<file path="src/rtl/imem_boot_controller.sv">
// imem_boot_controller: owns the instruction memory port and sequences the core
// through program load, flush, run, halt and (optionally) single-step.
// Optional feature macro: SINGLE_STEP_EN (enables the STEP state and step_req).
module imem_boot_controller #(
    parameter int unsigned AW = 8
) (
    input  logic          CLOCK_50,
    input  logic          reset,
    input  logic          ld_valid,
    output logic          ld_ready,
    input  logic [AW-1:0] ld_addr,
    input  logic [31:0]   ld_data,
    input  logic          ld_done,
    input  logic          load_req,
    input  logic          run_req,
    input  logic          step_req,
    input  logic          halt_insn,
    input  logic [31:0]   fetch_pc,
    output logic [AW-1:0] mem_addr,
    output logic          mem_we,
    output logic [31:0]   mem_wdata,
    output logic          core_halt,
    output logic          core_rst,
    output logic [AW:0]   words_loaded,
    output logic [31:0]   run_cycles,
    output logic [2:0]    state_o
);

    typedef enum logic [2:0] {
        ST_LOAD   = 3'd0,
        ST_FLUSH  = 3'd1,
        ST_RUN    = 3'd2,
        ST_HALTED = 3'd3
`ifdef SINGLE_STEP_EN
        ,
        ST_STEP   = 3'd4
`endif
    } state_t;

    localparam logic [AW:0] WL_MAX = {1'b1, {AW{1'b0}}};
    localparam logic [31:0] RC_MAX = 32'hFFFF_FFFF;

    state_t        state;
    logic          we_q;
    logic [AW-1:0] wa_q;
    logic [31:0]   wd_q;
    logic          executing;
    logic          unused_bits;

    // State, loader write staging and statistics counters
    always_ff @(posedge CLOCK_50 or posedge reset) begin
        if (reset) begin
            state        <= ST_LOAD;
            we_q         <= 1'b0;
            wa_q         <= '0;
            wd_q         <= '0;
            words_loaded <= '0;
            run_cycles   <= '0;
        end else begin
            we_q <= 1'b0;
            case (state)
                ST_LOAD: begin
                    if (ld_valid) begin
                        we_q <= 1'b1;
                        wa_q <= ld_addr;
                        wd_q <= ld_data;
                        if (words_loaded != WL_MAX) begin
                            words_loaded <= words_loaded + (AW+1)'(1);
                        end
                    end
                    if (ld_done) begin
                        state <= ST_FLUSH;
                    end
                end
                ST_FLUSH: begin
                    run_cycles <= '0;
                    state      <= ST_RUN;
                end
                ST_RUN: begin
                    if (run_cycles != RC_MAX) begin
                        run_cycles <= run_cycles + 32'd1;
                    end
                    if (halt_insn) begin
                        state <= ST_HALTED;
                    end
                end
                ST_HALTED: begin
                    if (load_req) begin
                        state        <= ST_LOAD;
                        words_loaded <= '0;
                    end else if (run_req) begin
                        state <= ST_RUN;
                    end
`ifdef SINGLE_STEP_EN
                    else if (step_req) begin
                        state <= ST_STEP;
                    end
`endif
                end
`ifdef SINGLE_STEP_EN
                ST_STEP: begin
                    if (run_cycles != RC_MAX) begin
                        run_cycles <= run_cycles + 32'd1;
                    end
                    state <= ST_HALTED;
                end
`endif
                default: begin
                    state <= ST_LOAD;
                end
            endcase
        end
    end

    // Core is released only while executing
`ifdef SINGLE_STEP_EN
    assign executing = (state == ST_RUN) || (state == ST_STEP);
`else
    assign executing = (state == ST_RUN);
`endif

    // Memory port belongs to the loader in LOAD/FLUSH, to the fetch PC otherwise
    assign mem_addr  = ((state == ST_LOAD) || (state == ST_FLUSH)) ? wa_q : fetch_pc[AW+1:2];
    assign mem_we    = we_q;
    assign mem_wdata = wd_q;
    assign ld_ready  = (state == ST_LOAD);
    assign core_rst  = (state == ST_FLUSH);
    assign core_halt = ~executing;
    assign state_o   = state;

    // Byte offset and PC bits above the memory range carry no information here
`ifdef SINGLE_STEP_EN
    assign unused_bits = ^{fetch_pc[31:AW+2], fetch_pc[1:0]};
`else
    assign unused_bits = ^{fetch_pc[31:AW+2], fetch_pc[1:0], step_req};
`endif

endmodule

</file>
<file path="config.mk">
export PLATFORM = sky130hd
export DESIGN_NAME = imem_boot_controller
export DESIGN_NICKNAME = d
export VERILOG_FILES = /design/src/rtl/imem_boot_controller.sv
export SDC_FILE = /design/constraint.sdc
export NUM_CORES = 1
export LEC_CHECK = 0
export BUFFER_PORTS_ARGS = -buffer_cell sky130_fd_sc_hd__clkbuf_2
export CORE_MARGIN = 2
export CORE_UTILIZATION = 25
export DETAILED_ROUTE_END_ITERATION = 10
export HOLD_SLACK_MARGIN = 0.05
export PLACE_DENSITY = 0.48
export SLEW_MARGIN = 20
export SYNTH_ARGS = -nofsm -noshare
export SYNTH_HDL_FRONTEND = slang
export SYNTH_SLANG_ARGS = --single-unit
export TNS_END_PERCENT = 30
</file>
<file path="constraint.sdc">
create_clock -name CLOCK_50 -period 2.26 [get_ports CLOCK_50]
set_clock_uncertainty 0.1 [all_clocks]
set_input_delay 0.226 -clock CLOCK_50 [delete_from_list [all_inputs] [get_ports CLOCK_50]]
set_output_delay 0.226 -clock CLOCK_50 [all_outputs]
set_load 0.05 [all_outputs]
</file>
==> results by group <==
Run status
  • Outcome: finished clean

Floorplan
  • Initial Util: approximately 25%
  • Horiz. Die Dim: 133 um
  • I/O pin count: 168
  • Core footprint: between 15000 and 20000 um^2
  • Die area: 17600 um^2
  • Rows: 47
  • Die H: 133 um

Global route
  • Antenna violations before repair: 0
  • Largest net degree at the start of global routing: 39
  • All-layer global routing usage: 14.2%
  • Total grt overflow: 0
  • First-pass GRT wire length: 19800 um
  • Vias in the first global route: 3792

Route
  • ANT nets after route: 0
  • Vias per cell: 4.66
  • Total iterations of the first detailed-routing run: 4
  • Post-Route WL: about 12000 um
  • Via count: 3811
  • DR DRC count: 0
  • DR WL/cell: 14.7 um
  • DR iter-0 viols: 216

Finish
  • Layout cells sized above 1: a little over two fifths
  • Final core occ: 36.9%
  • Final nets: between 600 and 700
  • Antenna diode count: 0
  • Area delta synth->final: 46.2%
  • Fillers: between 1500 and 2000
  • Area of the multi-input gates: 1930 um^2
  • Sequential cell area: about 2100 um^2
  • Design area: 6060 um^2

Placement
  • RePlAce Congestion: 0.817
  • DP Area: 5320 um^2
  • DP HPWL: 8710 um
  • Buffers on Ports: 141

Worst setup path
  • Worst setup EP type: primary output
  • Worst-path fanout max: 21
  • CP Launch Type: flip-flop
  • Setup crit start: state_o[1]
  • CP Data Required Time: just under 2 ns
  • Critical path data arrival time: 1.82 ns
  • Worst R2R Start: words_loaded[0]
  • Critical path class: flip-flop to primary output

Worst hold path
  • Hold path startpoint: load_req
  • Hold WC Path Type: primary input to flip-flop

Power and ir drop
  • Pwr Density: 1210 nW/um^2
  • Int Power: 3920 uW
  • Clock power frac: about a fifth
  • Sequential fraction of design power: slightly below 30%
  • VDD IR max: 0.950 mV
  • Logic pwr share: 49.8%
  • Sw power: 3430 uW
  • Switching portion of total power: 46.6%
  • Leakage: around 0.0028 uW

Yosys
  • YS warnings: 0
  • Main flop type after synthesis: dfrtp_1
  • Mapped Area: 4150 um^2
  • Synth Area per Inst: 10.9 um^2
  • Sequential area share after synthesis: 50.7%
  • Seq cells post-synth: 84
  • Synth unique cells: 54
  • Synth Net Count: 463
  • FFs w/ async S/R, synth: between 90% and 100%
  • Number of synthesized flops with an enable pin: 0
  • Mapped Cells: 380

Clocking
  • Total CTS buffers: 9
  • CTS tree: yes
  • Root buf cell: clkbuf_16
  • Clk slew on worst S/H paths: 0.06 ns
  • CTS Sinks: 84
  • CTS max path bufs: 2
  • Worst skew pair latency: 0.34 ns
  • H-tree depth: 3

STA
  • Final setup fails: 0
  • Crit share post-route: 94.8%
  • Max Fclk: 467 MHz
  • Slew headroom: 65.3%
  • RSZ-0062 raised after global routing: false
  • Worst-Margin Slew: between 0.5 and 0.6 ns
  • Final Hold Viols: 0
  • Pins over their slew limit: 0
  • Minimum clock period after layout: 2.14 ns

Job
  • Max_cap viols: 0
[per-stage QoR]
stage | power, uW | TNS [ns] | setup slack (ns) | std cells | hold WS, ns
2_1_floorplan | 4830 | -0.299 | -0.122 | 380 | 0.235
3_3_place_gp | 5770 | 0 | 0.0836 | 759 | 0.191
3_5_place_dp | 5810 | 0 | 0.0682 | 759 | 0.194
4_1_cts | 7430 | 0 | 0.00259 | 817 | 0.256
5_1_grt | 7750 | 0 | 0.0209 | 817 | 0.316
6_report | 7340 | 0 | 0.118 | 817 | 0.280
[sequential cells by signal, indices dropped and copies added (netlist names)]
register	cells
wa_q	8
mem_wdata	32
state_o	2
mem_we	1
words_loaded	9
run_cycles	32
[worst max-delay path: stages (launching register included)]
cell and delay [ns]:
dfrtp_1 0.37, buf_4 0.22, nand2b_2 0.26, inv_1 0.13, buf_4 0.22, clkbuf_4 0.27
[worst paths after layout]
| check | end | slack, ns | depth (start not counted) |
|---|---|---|---|
| setup / recovery | core_rst | 0.12 | 5 |
| hold / removal | words_loaded[1] | 0.28 | 5 |
| setup reg to reg | words_loaded[5] | 0.19 | 7 |
| hold reg to reg | mem_wdata[19] | 0.41 | 1 |
| max in group asynchronous | mem_wdata[19] | 1.10 | 4 |
| min in group asynchronous | mem_wdata[6] | 0.38 | 3 |
[timing repair]
| action | 4_1_cts | 5_1_grt |
|---|---|---|
| hold endpoints to repair | 60 | 0 |
| hold buffers | 43 | 0 |
| setup endpoints to repair | 0 | 4 |
| resized for setup | 0 | 5 |
| buffers inserted | 0 | 0 |
[power by group through the flow]
| stage | Clock, uW | Sequential (uW) | Combinational (uW) |
|---|---|---|---|
| 2_1_floorplan | 0 | 3470 | 1370 |
| 3_3_place_gp | 0 | 2190 | 3580 |
| 3_5_place_dp | 0 | 2200 | 3610 |
| 4_1_cts | 1560 | 2190 | 3680 |
| 5_1_grt | 1630 | 2250 | 3860 |
| 6_report | 1500 | 2190 | 3660 |
[layout by cell type, fill, tap and decap left out, types with 6 or more instances in the layout]
cell type	instances
dlygate4sd3_1	43
nand3_1	23
inv_1	8
clkbuf_2	140
nor2_1	22
or3_1	11
clkbuf_16	9
o21ai_0	19
buf_4	35
mux2_2	48
nand4_1	12
dfrtp_1	84
and3_1	6
a21oi_1	12
nand2_1	33
[logic make-up after synthesis]
group / synth area share [%]
AND/OR/NAND/NOR: 19.7
flip-flops: 50.7
AO/OA/AOI/OAI: 9.93
multiplexers: 13.5
buffers and inverters: 3.02
XOR/XNOR: 2.11
adder cells (fa/ha/maj): 0.906
other: 0.0905
[area by class of cell]
cell class	instances	share of cell area, %
Clock buffer	10	3.94
Clock inverter	5	1.01
Inverter	9	0.619
Multi-Input combinational cell	269	31.8
Sequential cell	84	34.7
Tap cell	220	4.54
Timing Repair Buffer	220	23.4
[metal layers]
layer | track usage (%) | vias up | part of all wire [%]
li1 | - | 1835 | -
met1 | 18.6 | 1845 | 44
met2 | 22.7 | 121 | 48
met3 | 3.72 | 10 | 6.4
met4 | 4.96 | 0 | 1.0
met5 | 0 | - | 0
[Yosys cell counts (all sizes together) (3+ instances only)]
cell    instances  area, um^2
dfrtp          84        2100
mux2           48         541
nand2          34         128
nand3          24         133
nor2           23        86.3
o21ai          21         105
nand4          13        96.3
a21oi          12        60.1
or3            12        80.1
buf            10        61.3
inv             9        33.8
and3            8        52.6
clkbuf          8        30.0
and4            6        62.6
a31oi           5        31.3
nor3            5        30.0
nor4            5        31.3
or4             5        37.5
xnor2           5        43.8
xor2            5        43.8
a31o            4        35.0
a22o            3        26.3
ha              3        37.5
o31ai           3        22.5
Note: power is estimated with default switching activity, not from simulation.
